### src/rtl/ram_arbiter_pkg.sv
`default_nettype none
// ram_arbiter_pkg: FSM state encodings, lane/port ids and address helper shared by the arbiter.
// Revision 1.0
package ram_arbiter_pkg;

    typedef enum logic [2:0] {
        ST_IDLE     = 3'd0,
        ST_RD       = 3'd1,
        ST_RD_WAIT  = 3'd2,
        ST_WR       = 3'd3,
        ST_RMW_RD   = 3'd4,
        ST_RMW_WAIT = 3'd5,
        ST_RMW_WR   = 3'd6,
        ST_DONE     = 3'd7
    } state_t;

    localparam logic LANE_LO  = 1'b0;
    localparam logic LANE_HI  = 1'b1;
    localparam logic PORT_CPU = 1'b0;
    localparam logic PORT_VID = 1'b1;

    localparam int WAIT_W = 3;

    // Byte transactions address bytes; the SRAM is word-organised.
    function automatic logic [15:0] sram_word_addr(input logic [15:0] addr, input logic is_byte);
        return is_byte ? {1'b0, addr[15:1]} : addr;
    endfunction

    // States that hold the SRAM for 1+WAIT_STATES cycles.
    function automatic logic is_timed(input state_t s);
        return (s == ST_RD) || (s == ST_WR) || (s == ST_RMW_RD) || (s == ST_RMW_WR);
    endfunction

endpackage
`default_nettype wire

### src/rtl/ram_byte_lane.sv
`default_nettype none
// ram_byte_lane: byte extract (zero-extended) or byte merge into a 16-bit word, chosen by MERGE.
// Revision 1.0
module ram_byte_lane
    import ram_arbiter_pkg::*;
#(
    parameter bit MERGE = 1'b0
) (
    input  logic [15:0] word,
    input  logic        lane,
    input  logic [7:0]  byte_in,
    output logic [15:0] result
);

    logic [7:0]  picked;
    logic [15:0] merged;

    always_comb begin
        picked = (lane == LANE_HI) ? word[15:8] : word[7:0];
        merged = (lane == LANE_LO) ? {word[15:8], byte_in} : {byte_in, word[7:0]};
        result = MERGE ? merged : {8'h00, picked};
    end

endmodule
`default_nettype wire

### src/rtl/ram_arbiter.sv
`default_nettype none
// ram_arbiter: round-robin two-port arbiter and access sequencer in front of the SRAM interface,
// with read-modify-write for byte stores. Revision 1.0
module ram_arbiter
    import ram_arbiter_pkg::*;
#(
    parameter int unsigned WAIT_STATES = 0
) (
    input  logic        CLK,
    input  logic        RST,

    input  logic        p0_req,
    input  logic        p0_we,
    input  logic        p0_byte,
    input  logic [15:0] p0_addr,
    input  logic [15:0] p0_wdata,
    output logic        p0_ack,
    output logic [15:0] p0_rdata,

    input  logic        p1_req,
    input  logic        p1_we,
    input  logic        p1_byte,
    input  logic [15:0] p1_addr,
    input  logic [15:0] p1_wdata,
    output logic        p1_ack,
    output logic [15:0] p1_rdata,

    output logic [15:0] ram_address,
    output logic [15:0] ram_dataIn,
    output logic        ram_write,
    input  logic [15:0] ram_dataOut
);

    localparam logic [WAIT_W-1:0] WAIT_LOAD = WAIT_W'(WAIT_STATES);

    state_t            state;
    state_t            next_state;
    logic [WAIT_W-1:0] wait_cnt;
    logic              wait_done;
    logic              entering_timed;

    logic              last_grant;
    logic              grant_port;
    logic              op_byte;
    logic              op_lane;
    logic [7:0]        op_wbyte;

    logic              any_req;
    logic              sel_port;
    logic              sel_we;
    logic              sel_byte;
    logic [15:0]       sel_addr;
    logic [15:0]       sel_wdata;

    logic [15:0]       lane_rd;
    logic [15:0]       lane_merged;
    logic [15:0]       rd_value;

    // Both requesting: the port not served last wins; otherwise whoever asks.
    always_comb begin
        any_req   = p0_req | p1_req;
        sel_port  = (p0_req & p1_req) ? ~last_grant : (p1_req ? PORT_VID : PORT_CPU);
        sel_we    = (sel_port == PORT_VID) ? p1_we    : p0_we;
        sel_byte  = (sel_port == PORT_VID) ? p1_byte  : p0_byte;
        sel_addr  = (sel_port == PORT_VID) ? p1_addr  : p0_addr;
        sel_wdata = (sel_port == PORT_VID) ? p1_wdata : p0_wdata;
    end

    ram_byte_lane #(.MERGE(1'b0)) u_extract (
        .word    (ram_dataOut),
        .lane    (op_lane),
        .byte_in (8'h00),
        .result  (lane_rd)
    );

    ram_byte_lane #(.MERGE(1'b1)) u_merge (
        .word    (ram_dataOut),
        .lane    (op_lane),
        .byte_in (op_wbyte),
        .result  (lane_merged)
    );

    assign rd_value = op_byte ? lane_rd : ram_dataOut;

    always_ff @(posedge CLK or posedge RST) begin
        if (RST) begin
            state <= ST_IDLE;
        end else begin
            state <= next_state;
        end
    end

    always_comb begin
        next_state = state;
        wait_done  = (wait_cnt == '0);
        case (state)
            ST_IDLE: begin
                if (any_req) begin
                    if (sel_we && sel_byte) begin
                        next_state = ST_RMW_RD;
                    end else if (sel_we) begin
                        next_state = ST_WR;
                    end else begin
                        next_state = ST_RD;
                    end
                end
            end
            ST_RD:       if (wait_done) next_state = ST_RD_WAIT;
            ST_RD_WAIT:  next_state = ST_DONE;
            ST_WR:       if (wait_done) next_state = ST_DONE;
            ST_RMW_RD:   if (wait_done) next_state = ST_RMW_WAIT;
            ST_RMW_WAIT: next_state = ST_RMW_WR;
            ST_RMW_WR:   if (wait_done) next_state = ST_DONE;
            ST_DONE:     next_state = ST_IDLE;
            default:     next_state = ST_IDLE;
        endcase
        entering_timed = (next_state != state) && is_timed(next_state);
    end

    always_ff @(posedge CLK or posedge RST) begin
        if (RST) begin
            wait_cnt    <= '0;
            last_grant  <= PORT_VID;
            grant_port  <= PORT_CPU;
            op_byte     <= 1'b0;
            op_lane     <= LANE_LO;
            op_wbyte    <= '0;
            ram_address <= '0;
            ram_dataIn  <= '0;
            ram_write   <= 1'b0;
            p0_ack      <= 1'b0;
            p1_ack      <= 1'b0;
            p0_rdata    <= '0;
            p1_rdata    <= '0;
        end else begin
            if (entering_timed) begin
                wait_cnt <= WAIT_LOAD;
            end else if (!wait_done) begin
                wait_cnt <= wait_cnt - WAIT_W'(1);
            end

            // Registered so the strobe covers exactly the write states.
            ram_write <= (next_state == ST_WR) || (next_state == ST_RMW_WR);
            p0_ack    <= (next_state == ST_DONE) && (grant_port == PORT_CPU);
            p1_ack    <= (next_state == ST_DONE) && (grant_port == PORT_VID);

            if (state == ST_IDLE && any_req) begin
                grant_port  <= sel_port;
                last_grant  <= sel_port;
                op_byte     <= sel_byte;
                op_lane     <= sel_addr[0];
                op_wbyte    <= sel_wdata[7:0];
                ram_address <= sram_word_addr(sel_addr, sel_byte);
                if (sel_we && !sel_byte) begin
                    ram_dataIn <= sel_wdata;
                end
            end

            if (state == ST_RMW_WAIT) begin
                ram_dataIn <= lane_merged;
            end

            if (state == ST_RD_WAIT) begin
                if (grant_port == PORT_CPU) begin
                    p0_rdata <= rd_value;
                end else begin
                    p1_rdata <= rd_value;
                end
            end
        end
    end

endmodule
`default_nettype wire

### config.mk
export PLATFORM = sky130hd
export DESIGN_NAME = ram_arbiter
export DESIGN_NICKNAME = d
export VERILOG_FILES = /design/src/rtl/ram_arbiter_pkg.sv /design/src/rtl/ram_byte_lane.sv /design/src/rtl/ram_arbiter.sv
export SDC_FILE = /design/constraint.sdc
export NUM_CORES = 1
export LEC_CHECK = 0
export CAP_MARGIN = 20
export CORE_MARGIN = 2
export CORE_UTILIZATION = 25
export DETAILED_ROUTE_END_ITERATION = 10
export GPL_ROUTABILITY_DRIVEN = 0
export PLACE_DENSITY_LB_ADDON = 0.12
export SKIP_CTS_REPAIR_TIMING = 1
export SYNTH_ARGS = -nofsm -noshare
export SYNTH_HDL_FRONTEND = slang
export SYNTH_SLANG_ARGS = --single-unit
### constraint.sdc
create_clock -name CLK -period 4.5 [get_ports CLK]
set_input_delay 0.9 -clock CLK [delete_from_list [all_inputs] [get_ports CLK]]
set_output_delay 0.9 -clock CLK [all_outputs]
set_load 0.05 [all_outputs]
==> results of run 1 <==
-- kinds of logic after synthesis --
| logic type | Yosys count | synth area share |
|---|---|---|
| muxes | 56 | 0.135 |
| DFF | 85 | 0.470 |
| and+or+nand+nor | 170 | 0.170 |
| adders and majority gates | 3 | 0.00774 |
| xor gates and xnor gates | 1 | 0.00193 |
| AOI/OAI and AO/OA | 124 | 0.168 |
| buffers and inverters | 45 | 0.0475 |
-- cells in the mapped netlist, drive strengths merged (2+ instances only) --
cell type	number
dfrtp	84
nand2	71
o21ai	62
nor2	34
mux2	31
a21oi	26
mux2i	25
nor3	24
buf	22
clkbuf	19
nand3	14
nand2b	12
a31oi	11
o221a	11
a221o	5
nor2b	5
inv	4
a211oi	3
a21o	2
ha	2
nor3b	2
or3	2
-- power by group through the flow --
stage | clock network [mW] | logic [mW] | registers (mW)
6_report | 0.743 | 2.54 | 1.41
5_1_grt | 0.811 | 2.71 | 1.47
4_1_cts | 0.773 | 2.57 | 1.42
3_5_place_dp | 0 | 2.57 | 1.43
3_3_place_gp | 0 | 2.55 | 1.42
2_1_floorplan | 0 | 0.824 | 2.30
-- through the flow --
| stage | power (mW) | setup WS, ns | cells |
|---|---|---|---|
| 2_1_floorplan | 3.12 | 1.41 | 484 |
| 5_1_grt | 4.98 | 1.47 | 850 |
| 3_5_place_dp | 4.00 | 1.24 | 834 |
| 6_report | 4.70 | 1.61 | 850 |
| 3_3_place_gp | 3.97 | 1.34 | 834 |
| 4_1_cts | 4.76 | 1.60 | 850 |
-- worst max-delay path: stages --
cell and delay (ns):
clkdlybuf4s50_1 0.58, a21bo_2 0.60, mux2i_4 0.40, a21o_1 0.42, o221a_2 0.26
-- final cells by class --
cell class | instances | area share
clock buffer | 10 | 0.0367
inverter | 4 | 0.00250
sequential | 85 | 0.327
clock inverter | 6 | 0.00825
multi-input combinational | 354 | 0.336
tap | 229 | 0.0440
timing repair buffer | 162 | 0.246
-- metal layers --
| metal | up-vias | track usage | wire length (µm) |
|---|---|---|---|
| met1 | 1830 | 0.196 | 6450 |
| met4 | 0 | 0.0365 | 158 |
| met2 | 148 | 0.233 | 6420 |
| li1 | 1973 | - | - |
| met5 | - | 0 | 0 |
| met3 | 12 | 0.0625 | 1200 |
-- registers in the layout (all words and copies together) (netlist names) --
register and count:
p0_rdata 16, p1_rdata 16, ram_address 16, ram_dataIn 16, op_wbyte 8, state 3
wait_cnt 3, grant_port 1, last_grant 1, op_byte 1, op_lane 1, p0_ack 1
p1_ack 1, ram_write 1
-- worst max-delay path by stage --
stage	depth (start not counted)	start	endpoint	slack, ns
floorplan	1	RST	grant_port	1.41
global placement	5	p0_req	ram_dataIn[0]	1.34
detailed placement	5	p0_req	ram_dataIn[0]	1.24
CTS	5	p0_req	ram_dataIn[0]	1.60
global route	5	p0_req	ram_dataIn[0]	1.47
finish	5	p0_req	ram_dataIn[2]	1.61
==> flow_summary.ini, run 1 <==
[layout]
utilization = 0.365
multi_input_comb_area_um2 = 2190
area_growth_pct = 43.9
regArea_um2 = 2130
drive_gt1_frac = 0.119
final_common_cell = clkdlybuf4s50_1
fillers = 1793
diodes = 0
finalInstanceArea_um2 = 6520
fin_nets = 706
layout_common_cells = 154 x clkdlybuf4s50_1, 84 x dfrtp_1, 71 x nand2_1

[synth]
synth.avg_cell_area_um2 = 9.36
synth_top_area_share = 0.464
synth_area_leaders = dfrtp_1 46%, mux2_2 7.7%, o21ai_0 6.7%
synth_fp_nets = 574
async_reset_ff_frac = 1.00
synth_top_area_cell = dfrtp_1
ys_seq_area_frac = 0.470
synthFlopType = dfrtp_1
syn_area_um2 = 4530
synth_cells = 484
synth_cell_types = 44
yosysWarnings = 0
synth_edf_count = 0
ys_ff_latch = 85

[timing]
final-setup-viol-count = 0
hold_viol = 0
fin_crit_sh = 0.642
fmax_mhz = 346
rsz0062_at_grt = no
slew_headroom = 0.329
setup_tns_ns = 0
hold_slack_ns = 0.478
clock_skew_ns = 0.00819
tightest_slew_ns = 1.01
drv_slew = 0
min_period_ns = 2.89

[global_routing]
grt_overflow = 0
grt_pass1_vias = 3962
grt_max_degree = 35
antenna_found_initial = 0
grt_first_pass_wirelength_um = 22400
grt.total_usage = 0.150

[clock_network]
htreeDepth = 3
numCtsBuffers = 9
root_buffer = clkbuf_16
clock_path_buffers = 2
worst_skew_pair.late_latency_ns = 0.35
clk_pin_slew_ns = 0.07
clock_sinks = 85
cts_tree = built

[worst_hold_path]
holdPathStages = 2
hp-class = reg2reg
hold_start = p1_rdata[4]
min_to = p1_rdata[4]

[setup_path]
cp-end-kind = flip-flop
critPathKind = in2reg
cp.required_ns = 4.78
rr_endpoint = ram_dataIn[2]
arrival_ns = 3.17
cp-start-kind = input pin
cp_max_fo = 30
ff2ff_setup_slack_ns = 2.22
r2r_start = last_grant
r2r_cells = 4

[place]
dpl_cell_area_um2 = 6220
dp_hpwl_um = 10700
port_buffers = 154

[power_and_ir_drop]
power.leakage_nw = 2.70
power.internal_mw = 2.47
switching_power_mw = 2.23
p_comb_frac = 0.541
swShare = 0.474
power_frac_seq = 0.301
pwr-share-clk = 0.158
irDropWorstVdd_mv = 0.377
p_per_area_nw_per_um2 = 721

[floorplanning]
start_util = 0.254
rows = 49
design.core.area_um2 = 17800
ioPinCount = 155
die_y_um = 139
die_w_um = 139
die_area_um2 = 19200

[routing]
drc = 0
viasPerCell = 4.66
drtIter0Drc = 166
vias = 3963
ant_nets = 0
wire_per_inst_um = 16.7
drt_wl_total_um = 14200
dr.pass1.iters = 5

[job]
cap_viol_max_count = 0

[outcome]
status = finished, final reports clean
Note: power is estimated with default switching activity, not from simulation.
==> run 2, diff against run 1 <==
Clock period 4.5 ns to 2.7 ns, I/O delays scaled along.
==> run 2 against run 1 <==
Final area grew 2.5%. Wire length fell by 0.61%. Critical path depth is 4 lower. Sequential share of layout area down 0.81 points. Register-to-register slack got worse by 1.5 ns. Die area unchanged. Sequential power increased by 63%. Non-clock buffer count grew 6.
==> flow_summary.ini, run 2 (synthesis gave the netlist of run 1 again) <==
[layout]
regArea_um2 = 2130
fin_cells = 857
utilization = 0.375
finalInstanceArea_um2 = 6680
area_growth_pct = 47.6
fillers = 1793
drive_gt1_frac = 0.128
final_common_cell = clkdlybuf4s50_1
multi_input_comb_area_um2 = 2190
fin_nets = 712
layout_common_cells = 154 x clkdlybuf4s50_1, 84 x dfrtp_1, 71 x nand2_1

[setup_path]
critPathKind = reg2out
cp-end-kind = primary output
cp-start-kind = flip-flop
crit_chain = clkdlybuf4s50_1
arrival_ns = 1.57
crit_buf_inv = 1
crit_family = buffers and inverters
ff2ff_setup_slack_ns = 0.76
max_stage_delay_ns = 0.88
crit_slowest_cell = clkdlybuf4s50_1
cp.required_ns = 2.16
cp_max_fo = 2

[place]
place_inst = 840
dpl_cell_area_um2 = 6320
port_buffers = 154
dp_hpwl_um = 10800
place_ws_ns = 0.281

[timing]
clock_skew_ns = 0.00894
final-setup-viol-count = 0
setup_tns_ns = 0
fin_crit_sh = 0.783
drv_slew = 0
fin_ws_ns = 0.587
rsz0062_at_grt = no
slew_headroom = 0.357
hold_viol = 0
tightest_slew_ns = 0.965
hold_slack_ns = 0.479
min_period_ns = 2.11
fmax_mhz = 473

[routing]
drtIter0Drc = 190
vias = 4053
drt_wl_total_um = 14100
wire_per_inst_um = 16.5
drc = 0
viasPerCell = 4.73
dr.pass1.iters = 5
ant_nets = 0

[clock_network]
clk_pin_slew_ns = 0.07
root_buffer = clkbuf_16
numCtsBuffers = 9
htreeDepth = 3
worst_skew_pair.late_latency_ns = 0.34
clock_sinks = 85
clock_path_buffers = 2
cts_tree = built

[floorplanning]
die_area_um2 = 19200
die_w_um = 139
ioPinCount = 155
rows = 49
start_util = 0.254
die_y_um = 139
design.core.area_um2 = 17800

[global_routing]
grt_first_pass_wirelength_um = 22700
grt_overflow = 0
grt.total_usage = 0.150
antenna_found_initial = 2
grt_max_degree = 43
grt_pass1_vias = 4075

[job]
cap_viol_max_count = 0

[outcome]
status = finished, final reports clean

[power_and_ir_drop]
p_per_area_nw_per_um2 = 1210
power.leakage_nw = 2.77
irDropWorstVdd_mv = 0.617
power_mw = 8.11

[worst_hold_path]
hp-class = reg2reg
run 2: cell count changes in the layout (fill, tap and decap cells not counted):
cell,previous run,this run
buf_12,0,4
buf_4,8,10
bufinv_16,0,3
clkbuf_8,1,0
clkinv_2,1,0
clkinv_4,1,2
clkinv_8,0,1
diode_2,0,1
inv_6,3,1
inv_8,1,0
run 2: cell type report:
type,count,area share
multi-input cells,354,0.328
flip-flops and latches,85,0.318
repair buffers,168,0.254
well taps,229,0.0429
clock buffers,9,0.0337
clock inverters,7,0.0198
inverters,4,0.00281
diodes,1,0.000374
run 2: where the power goes:
group | total (mW) | internal [mW] | switching [mW]
combinational | 4.34 | 1.61 | 2.72
sequential | 2.30 | 1.87 | 0.430
clock | 1.47 | 0.919 | 0.550
total | 8.11 | 4.41 | 3.70
run 2: final timing paths:
check / startpoint / endpoint / cells past startpoint
worst max-delay path: ram_dataIn[0] / ram_dataIn[0] / 1
worst min-delay path: ram_address[14] / ram_address[14] / 2
worst max register to register: state[2] / p0_rdata[10] / 4
worst min register to register: ram_address[14] / ram_address[14] / 2
max in group asynchronous: RST / last_grant / 3
min in group asynchronous: RST / p1_rdata[4] / 2
run 2: layer usage:
layer,global-route usage,vias up,share of wire
li1,-,1992,-
met1,0.202,1906,0.47
met2,0.226,137,0.43
met3,0.0501,16,0.077
met4,0.0489,2,0.018
met5,0,-,0.00092
==> run 3, diff against run 2 <==
Clock period 2.7 ns to 1.9 ns, I/O delays scaled along.
==> run 3 against run 2 <==
Flip-flop and latch count stayed put. Utilization grew 0.78 points. Clock power grew 25%. Register-to-register slack worse by 0.62 ns. Highest routed layer is now met4. Die area unchanged. Wire length rose by 2.2%.
==> flow_summary.ini, run 3 (synthesis gave the netlist of run 1 again) <==
[worst_hold_path]
hp-class = in2async

[power_and_ir_drop]
power_frac_seq = 0.286
p_comb_frac = 0.551
switching_power_mw = 5.29
irDropWorstVdd_mv = 0.886
pwr-share-clk = 0.163
p_per_area_nw_per_um2 = 1650
swShare = 0.470
power.leakage_nw = 3.25
power.internal_mw = 5.97

[timing]
clock_skew_ns = 0.00833
fin_crit_sh = 0.980
fmax_mhz = 537
hold_viol = 0
min_period_ns = 1.86
final-setup-viol-count = 0
slew_headroom = 0.604
drv_slew = 0
rsz0062_at_grt = no
tightest_slew_ns = 0.593
setup_tns_ns = 0

[clock_network]
htreeDepth = 3
worst_skew_pair.late_latency_ns = 0.35
clock_path_buffers = 2
clk_pin_slew_ns = 0.06
cts_tree = built
clock_sinks = 85
numCtsBuffers = 9
root_buffer = clkbuf_16

[routing]
drtIter0Drc = 136
dr.pass1.iters = 5
vias = 4137
viasPerCell = 4.72
wire_per_inst_um = 16.5
ant_nets = 0
drt_wl_total_um = 14500
drc = 0

[place]
port_buffers = 154
dp_hpwl_um = 11200
dpl_cell_area_um2 = 6440

[setup_path]
ff2ff_setup_slack_ns = 0.14
cp-start-kind = flip-flop
crit_chain = clkdlybuf4s50_1
cp-end-kind = primary output
crit_family = buffers and inverters
r2r_cells = 4
critPathKind = reg2out
arrival_ns = 1.48
rr_endpoint = ram_dataIn[0]
crit_slowest_cell = clkdlybuf4s50_1
r2r_start = last_grant
cp_max_fo = 2
crit_buf_inv = 1
max_stage_delay_ns = 0.80
cp.required_ns = 1.52

[job]
cap_viol_max_count = 0

[layout]
fillers = 1783
final_common_cell = clkdlybuf4s50_1
drive_gt1_frac = 0.211
finalInstanceArea_um2 = 6820
layout_common_cells = 89 x clkdlybuf4s50_1, 84 x dfrtp_1, 71 x nand2_1
fin_nets = 733
area_growth_pct = 50.6
diodes = 0

[floorplanning]
ioPinCount = 155
design.core.area_um2 = 17800
die_area_um2 = 19200
rows = 49
start_util = 0.254
die_w_um = 139
die_y_um = 139

[global_routing]
grt_first_pass_wirelength_um = 23000
grt_overflow = 0
grt.total_usage = 0.153
grt_max_degree = 37
antenna_found_initial = 2
grt_pass1_vias = 4301

[outcome]
status = finished, final reports clean
run 3: worst max path at each step:
stage,startpoint,endpoint,cells after the start
2_1_floorplan,state[2],ram_dataIn[10],7
3_3_place_gp,p1_req,ram_dataIn[14],5
3_5_place_dp,p1_req,ram_dataIn[4],5
4_1_cts,p0_rdata[15],p0_rdata[15],1
5_1_grt,p0_rdata[0],p0_rdata[0],1
6_report,p0_rdata[0],p0_rdata[0],1
run 3: stage by stage:
stage | setup slack, ns | instances | hold slack (ns) | util | power, mW
detailed placement | -0.264 | 861 | 0.470 | 0.361 | 9.57
global route | 0.00352 | 877 | 0.484 | 0.382 | 12.0
finish | 0.0382 | 877 | 0.458 | 0.382 | 11.3
floorplan | 0.289 | 484 | 0.443 | - | 7.40
CTS | -0.0287 | 877 | 0.471 | 0.378 | 11.5
global placement | -0.236 | 861 | 0.460 | 0.361 | 9.51
run 3: final cells by class:
| type | count | area (µm²) | area share |
|---|---|---|---|
| sequential | 85 | 2130 | 0.312 |
| timing repair buffer | 189 | 1890 | 0.277 |
| clock buffer | 9 | 225 | 0.0330 |
| multi-input combinational | 354 | 2190 | 0.321 |
| tap | 229 | 287 | 0.0420 |
| clock inverter | 7 | 83.8 | 0.0123 |
| inverter | 4 | 18.8 | 0.00275 |
run 3: power groups by stage:
stage               registers (mW)  clock network, mW  logic (mW)
floorplan                     5.45                  0        1.95
global route                  3.37               1.99        6.64
global placement              3.28                  0        6.23
detailed placement            3.28                  0        6.30
finish                        3.22               1.84        6.20
CTS                           3.26               1.90        6.30
run 3: routing by layer:
layer	part of all wire	global-route usage	up-vias	wire, µm
met1	0.48	0.207	1922	6890
met4	0.020	0.0585	0	291
li1	-	-	2029	-
met2	0.43	0.233	166	6260
met5	0	0	-	0
met3	0.070	0.0428	20	1020
